## config.mk

```make
export PLATFORM = sky130hd
export DESIGN_NAME = ox_train_seq
export DESIGN_NICKNAME = d
export VERILOG_FILES = /design/src/rtl/ox_train_seq.sv
export SDC_FILE = /design/constraint.sdc
export NUM_CORES = 1
export LEC_CHECK = 0
export ABC_CLOCK_PERIOD_IN_PS = 15300
export BUFFER_PORTS_ARGS = -buffer_cell sky130_fd_sc_hd__buf_2
export CAP_MARGIN = 0
export CORE_MARGIN = 5
export CORE_UTILIZATION = 50
export CTS_CLUSTER_SIZE = 12
export DETAILED_ROUTE_END_ITERATION = 7
export PLACE_DENSITY = 0.68
export SYNTH_ARGS = -nofsm -noshare
export SYNTH_HDL_FRONTEND = slang
export SYNTH_SLANG_ARGS = --single-unit
```

## constraint.sdc

```tcl
create_clock -name clk -period 15.3 [get_ports clk]
set_input_delay 1.53 -clock clk [delete_from_list [all_inputs] [get_ports clk]]
set_output_delay 1.53 -clock clk [all_outputs]
set_load 0.02 [all_outputs]
```

## src/rtl/ox_train_seq.sv

```systemverilog
// Training sequencer for the O/X MLP classifier: replays a labelled 4x4 pattern buffer,
// pulses learn on each misclassification and repeats epochs until clean or out of budget.
module ox_train_seq #(
  parameter int  NS        = 8,
  parameter int  MAX_EPOCH = 32,
  parameter int  SETTLE    = 2,
  localparam int IW        = $clog2(NS)
) (
  input  logic          clk,
  input  logic          rst,
  input  logic          start,
  input  logic          wr_en,
  input  logic [IW-1:0] wr_addr,
  input  logic [15:0]   wr_pattern,
  input  logic          wr_label,
  input  logic          y,
  output logic [15:0]   x,
  output logic          is_O,
  output logic          learn,
  output logic          busy,
  output logic          done,
  output logic          converged,
  output logic [7:0]    epoch_cnt,
  output logic [IW:0]   err_cnt
);
  localparam int          SW      = (SETTLE > 1) ? $clog2(SETTLE) : 1;
  localparam logic [IW:0] ERR_MAX = (IW+1)'(NS);
  localparam logic [7:0]  EP_MAX  = 8'(MAX_EPOCH);

  typedef enum logic [2:0] {
    S_IDLE, S_PRESENT, S_JUDGE, S_LEARN, S_EPOCH_END, S_DONE
  } state_e;

  typedef struct packed {
    logic        label;
    logic [15:0] pattern;
  } sample_t;

  state_e        state_q, state_d, adv_state;
  sample_t       smp_q [NS];
  sample_t       smp_d [NS];
  sample_t       cur;
  logic [IW-1:0] idx_q, idx_d, adv_idx;
  logic [SW-1:0] set_q, set_d;
  logic [IW:0]   run_err_q, run_err_d, err_cnt_q, err_cnt_d;
  logic [7:0]    epoch_q, epoch_d, epoch_inc;
  logic          conv_q, conv_d;
  logic          last;
  logic          presenting;

  assign cur        = smp_q[idx_q];
  assign last       = (idx_q == IW'(NS - 1));
  assign presenting = state_q inside {S_PRESENT, S_JUDGE, S_LEARN};

  always_comb begin
    // NOTE: every variable driven here gets a default first, so no path can infer a latch.
    state_d   = state_q;
    idx_d     = idx_q;
    set_d     = set_q;
    run_err_d = run_err_q;
    err_cnt_d = err_cnt_q;
    epoch_d   = epoch_q;
    conv_d    = conv_q;
    smp_d     = smp_q;
    epoch_inc = (epoch_q == EP_MAX) ? epoch_q : epoch_q + 8'd1;
    adv_state = last ? S_EPOCH_END : S_PRESENT;
    adv_idx   = last ? idx_q : idx_q + IW'(1);

    if (wr_en && !busy && (32'(wr_addr) < NS)) begin
      smp_d[wr_addr] = '{label: wr_label, pattern: wr_pattern};
    end

    unique case (state_q)
      S_IDLE, S_DONE: begin
        if (start) begin
          state_d   = S_PRESENT;
          idx_d     = '0;
          set_d     = '0;
          epoch_d   = '0;
          run_err_d = '0;
          conv_d    = 1'b0;
        end
      end
      S_PRESENT: begin
        if (set_q == SW'(SETTLE - 1)) state_d = S_JUDGE;
        else                          set_d   = set_q + SW'(1);
      end
      S_JUDGE: begin
        set_d = '0;
        if (y != cur.label) begin
          if (run_err_q != ERR_MAX) run_err_d = run_err_q + (IW+1)'(1);
          state_d = S_LEARN;
        end else begin
          state_d = adv_state;
          idx_d   = adv_idx;
        end
      end
      S_LEARN: begin
        state_d = adv_state;
        idx_d   = adv_idx;
      end
      S_EPOCH_END: begin
        epoch_d   = epoch_inc;
        err_cnt_d = run_err_q;
        run_err_d = '0;
        if (run_err_q == '0) begin
          state_d = S_DONE;
          conv_d  = 1'b1;
        end else if (epoch_inc == EP_MAX) begin
          state_d = S_DONE;
        end else begin
          state_d = S_PRESENT;
          idx_d   = '0;
        end
      end
      default: state_d = S_IDLE;
    endcase
  end

  always_ff @(posedge clk or posedge rst) begin
    if (rst) begin
      state_q   <= S_IDLE;
      idx_q     <= '0;
      set_q     <= '0;
      run_err_q <= '0;
      err_cnt_q <= '0;
      epoch_q   <= '0;
      conv_q    <= 1'b0;
      // NOTE: the buffer is a small register file, not a RAM macro, so it resets like other state.
      for (int i = 0; i < NS; i++) smp_q[i] <= '0;
    end else begin
      // NOTE: non-blocking assignments so every flop samples pre-edge values together.
      state_q   <= state_d;
      idx_q     <= idx_d;
      set_q     <= set_d;
      run_err_q <= run_err_d;
      err_cnt_q <= err_cnt_d;
      epoch_q   <= epoch_d;
      conv_q    <= conv_d;
      smp_q     <= smp_d;
    end
  end

  assign x         = presenting ? cur.pattern : 16'h0000;
  assign is_O      = presenting & cur.label;
  assign learn     = (state_q == S_LEARN);
  assign busy      = presenting | (state_q == S_EPOCH_END);
  assign done      = (state_q == S_DONE);
  assign converged = conv_q;
  assign epoch_cnt = epoch_q;
  assign err_cnt   = err_cnt_q;
endmodule
```

* Word-level counts from Yosys, hierarchy flattened
Index checks and enable logic that the tools add are counted.
** Storage, ports and cells
- Bits in registers :: 160
- Input port bits :: 25
- Logic and storage cells :: 101
** Operators by class
- $add $sub $neg :: 4
- $lt $le $gt $ge :: 3
- Eq/ne operators :: 18
- Muxes and demuxes :: 32
- Bitwise logic cells :: 4
- Reduce and logical (&&, ||, !) cells :: 17
** Operators with widths (number)
- $bwmux W136 :: 1
- $bmux W17 S3 :: 1
- $demux W17 S3 :: 1
- $mux W17 :: 3
- $mux W3 :: 11
- $eq A8 B6 Y1 const B :: 2
- $mux W16 :: 1
- $mux W8 :: 2
- $pmux W8 S2 :: 1
- $pmux W3 S5 :: 1
- $mux W4 :: 3
- $ne A2 B2 Y1 const B :: 6
- $pmux W3 S4 :: 1
- $pmux W4 S3 :: 1
- $eq A3 B3 Y1 const B :: 3
- $reduce_bool A3 Y1 :: 3
- $add A8 B1 Y8 const B :: 1
- $ge A4 B4 Y1 const B :: 2
- $not A3 Y4 :: 2
- $eq A3 B2 Y1 const B :: 2
- $reduce_and A2 Y1 :: 3
- $reduce_and A5 Y1 :: 1
- $add A4 B1 Y4 const B :: 1
- $logic_not A4 Y1 :: 1
- 20 further kinds :: 24

* Logic depth before layout (Yosys ltp)
- Word-level depth :: 7
- Gate-level depth with buffers :: 7
- Depth with buffers taken out :: 7

* Least setup slack after synthesis
OpenSTA, ideal clock, no wires.
- Path type :: reg-to-output
- Start :: register idx_q[1]
- End :: output x[10]
- Data arrival time :: 1.592 ns
- Data required time :: 13.770 ns
- Path slack :: 12.178 ns
- Stages on the path, launching flop included :: 6
- Buffers on the path :: 2
- Path through :: dfrtp_1 > clkbuf_1 > buf_1 > mux4_2 > nand2_1 > a21oi_1
** Between the ends
- Cells in the longest elaborated chain, start to end :: 5
** RTL lines
- start: declaration :: RTL line 43 : logic [IW-1:0] idx_q, idx_d, adv_idx;
- start signal: assignment :: RTL line 134 : idx_q <= idx_d;
- $not A3 Y4 (not written as such) :: RTL line 51 : assign cur = smp_q[idx_q];
- $bmux W17 S3 :: RTL line 51
- $mux W17 (not written as such) (2 in a row) :: RTL line 51
- $mux W16 :: RTL line 144 : assign x = presenting ? cur.pattern : 16'h0000;
- end: declaration :: RTL line 17 : output logic [15:0] x,
Every way passes these cells. The select of a mux whose other input is x is not followed.

* Worst setup path in the final report
- Start :: register idx_q[2]
- End :: output is_O
** Between the ends
- Cells in the longest elaborated chain, start to end :: 5
** RTL lines
- $not A3 Y4 (not written as such) :: RTL line 51
- $bmux W17 S3 :: RTL line 51
- $mux W17 (not written as such) (2 in a row) :: RTL line 51
- $and A1 B1 Y1 :: RTL line 145 : assign is_O = presenting & cur.label;
- end: declaration :: RTL line 18 : output logic is_O,
Every way passes these cells. The select of a mux whose other input is x is not followed.

==> summary.txt <==
Global routing
  • Largest net degree at the start of global routing: 102
  • Vias in the first global route: 4999
  • GRT overflow: 0
  • Global Route Usage Sum: 0.1960
  • Initial antenna violation count: 0
  • Global-route wire length before repair: 27330 um

Timing
  • Peak Freq: 243.5 MHz
  • Worst Max-Slew Pin Slew: 1.148 ns
  • Period utilization: 0.2684
  • Setup tns final: 0 ns
  • Rel. slew slack: 0.2344
  • RSZ-0062 raised after global routing: no
  • Layout Skew: 0.009354 ns
  • Setup Viol. Count Final: 0
  • Fin. Hold Viols: 0
  • Slew Limit Fails: 0
  • Final min period: 4.107 ns

Route
  • DRT antenna net count: 0
  • First drt pass iteration count: 4
  • DR vias/cell: 5.811
  • DR vias: 4713
  • Iter 0 DRT Violations: 395
  • DRC errors left: 0
  • Avg WL per Cell: 20.41 um
  • Final wirelength: 16550 um

Power and ir drop
  • Switching fraction of total power: 0.3159
  • Leakage power: 4.026 nW
  • Logic pwr share: 0.319
  • Clock share of power: 0.267
  • NetSw: 0.0005236 W
  • Internal power: 0.001134 W
  • Power Dens Cells: 190.2 nW/um2
  • Share of power burned in registers: 0.413
  • Worst VDD drop: 0.0001076 V

Clocking
  • Hold Buf Count CTS: 0
  • Longest Clk Path Bufs: 2
  • H-Tree Depth: 4
  • CTS tree: yes
  • CTS-repair resized insts: 0
  • Setup repair bufs after CTS: 0
  • Number of buffers created by CTS: 17
  • Skew-Pair Late Insertion Delay: 0.43 ns
  • Worst-path clk slew: 0.07 ns
  • Clk root buf: clkbuf_16
  • Clk sink count: 160

Logic synthesis
  • Syn Nets: 589
  • Yosys warnings: 0
  • Mapped Cells: 558
  • Count of different cell masters after synthesis: 58
  • Register area share after synthesis: 0.5206
  • Mapped cell area: 7691 um2
  • Post-Syn Area per Cell: 13.78 um2
  • Seq cells post-synth: 160

Worst setup path
  • Crit. Startpoint: idx_q[2]
  • R2r startpoint: idx_q[2]
  • Reg2Reg Setup Slack: 12.47 ns
  • Crit Path Category: reg2out
  • Worst Path Buf+Inv: 2
  • Worst Setup EP: is_O
  • Critical Path Source Type: flip-flop
  • Critical path endpoint category: output port
  • Worst-case reg-to-reg path depth: 6
  • R2R Path End: idx_q[0]
  • CP max FO: 20
  • Slowest CP cell: dfrtp_1
  • Top delay family on crit path: flip-flops
  • Number of cells on the critical path: 5
  • Max incr delay on CP: 0.93 ns
  • Worst-path cell chain: inv_2, nand3_1, nand4_1, nor2_1, buf_2
  • Worst EP arrival: 2.58 ns
  • CP required: 13.77 ns

Min path
  • Worst hold-check path type: reg2reg

Status
  • Outcome: complete, no violations

Final layout
  • Share of post-route cells with drive strength above 1: 0.3884
  • Post-route cell area: 8716 um2
  • Most frequent cells in the layout: dfrtp_1, mux2_2, buf_2
  • Fill cells: 1209
  • # diodes: 0
  • Commonest non-fill, non-tap cell in the layout: dfrtp_1
  • Area delta synth->final: 13.32%
  • Nets: 641

Flow run
  • Max-Cap Viols: 0

Placed design
  • I/O Buffers: 57
  • Detailed placer's ending HPWL: 10160 um
  • Area after DPL: 8098 um2
  • Placer Congestion: 0.8057

Floorplanning
  • I/O Pins: 58
  • Initial core utilization: 0.5078
  • Row cnt: 45
  • Die Wd: 134.0 um
  • Die area: 17960 um2
  • Die Y: 134.0 um
  • Core box area: 15150 um2
[synthesized netlist by cell type, drive strengths merged]
master,n,area share
a2111oi,1,0.0036
a21bo,1,0.0013
a21o,3,0.0029
a21oi,19,0.012
a221oi,1,0.0011
a22o,4,0.0046
a311o,1,0.0013
a311oi,1,0.0011
a31oi,1,0.00081
a41o,1,0.0013
and2,1,0.00081
and3,5,0.0041
and4,1,0.0011
and4b,1,0.0013
buf,22,0.018
clkbuf,8,0.0039
dfrtp,160,0.52
ha,6,0.0098
inv,15,0.0073
mux2,139,0.20
mux2i,9,0.012
mux4,32,0.094
nand2,50,0.025
nand2b,2,0.0016
nand3,11,0.0085
nand3b,6,0.0096
nand4,2,0.0016
nor2,11,0.0060
nor2b,1,0.00081
nor3,4,0.0026
nor3b,3,0.0059
nor4,1,0.00081
nor4b,1,0.0011
o211ai,2,0.0020
o21a,1,0.00098
o21ai,18,0.012
o22ai,2,0.0016
o31ai,2,0.0020
o32a,1,0.0013
o32ai,1,0.0011
or3,1,0.0015
xnor2,4,0.0055
xor2,2,0.0023
[power groups by stage]
| stage | Clock [W] | Combinational [W] | Sequential (W) |
|---|---|---|---|
| 2_1_floorplan | 0 | 0.000433 | 0.000648 |
| 3_3_place_gp | 0 | 0.000519 | 0.000674 |
| 3_5_place_dp | 0 | 0.000535 | 0.000690 |
| 4_1_cts | 0.000449 | 0.000539 | 0.000684 |
| 5_1_grt | 0.000471 | 0.000579 | 0.000705 |
| 6_report | 0.000443 | 0.000529 | 0.000685 |
[flip-flops by register name (all words and copies together), names as in the netlist]
name,count
set_q,1
smp_q,136
run_err_q,4
epoch_cnt,8
converged,1
idx_q,3
err_cnt,4
state_q,3
[stage by stage]
step                      utilization  worst slack [ns]  power [W]  instances  hold WS [ns]
after CTS                      0.5755             11.12   0.001671        811        0.4905
after global placement         0.5347             11.64   0.001193        779        0.4622
after floorplan                     -             9.450   0.001081        558        0.4533
after detailed placement       0.5347             11.60   0.001226        779        0.4751
final                          0.5755             11.19   0.001657        811        0.4837
after global routing           0.5755             11.01   0.001755        811        0.5013
[how the worst min path moves through the flow]
| stage | start | end | slack (ns) | cells after the start |
|---|---|---|---|---|
| 3_3_place_gp | smp_q[59] | smp_q[59] | 0.46 | 1 |
| 5_1_grt | smp_q[51] | smp_q[51] | 0.50 | 1 |
| 4_1_cts | smp_q[51] | smp_q[51] | 0.49 | 1 |
| 2_1_floorplan | smp_q[51] | smp_q[51] | 0.45 | 1 |
| 3_5_place_dp | smp_q[51] | smp_q[51] | 0.48 | 1 |
| 6_report | smp_q[51] | smp_q[51] | 0.48 | 1 |
[kinds of logic after synthesis]
group / Yosys count / share of synthesized area
simple gates: 101 / 0.07207
compound gates: 60 / 0.05157
xor+xnor: 6 / 0.007810
fa+ha+maj: 6 / 0.009761
flops: 160 / 0.5206
buf+inv: 45 / 0.02879
mux: 180 / 0.3094
[cell type report]
cell class / count / area (um2) / area share
flip-flops and latches: 160 / 4005 / 0.4595
multi-input cells: 353 / 3466 / 0.3976
clock buffers: 18 / 439.2 / 0.05039
repair buffers: 63 / 330.3 / 0.03790
well taps: 188 / 235.2 / 0.02699
clock inverters: 14 / 178.9 / 0.02053
inverters: 15 / 61.31 / 0.007034
[metal layers]
layer	global-route usage	vias to the layer above	routed length [um]	part of all wire
li1	-	2146	-	-
met1	0.2690	2461	7477	0.45
met2	0.3229	99	8320	0.50
met3	0.04164	7	653	0.039
met4	0.04808	0	102	0.0062
met5	0	-	0	0
(Power assumes the default switching activity.)
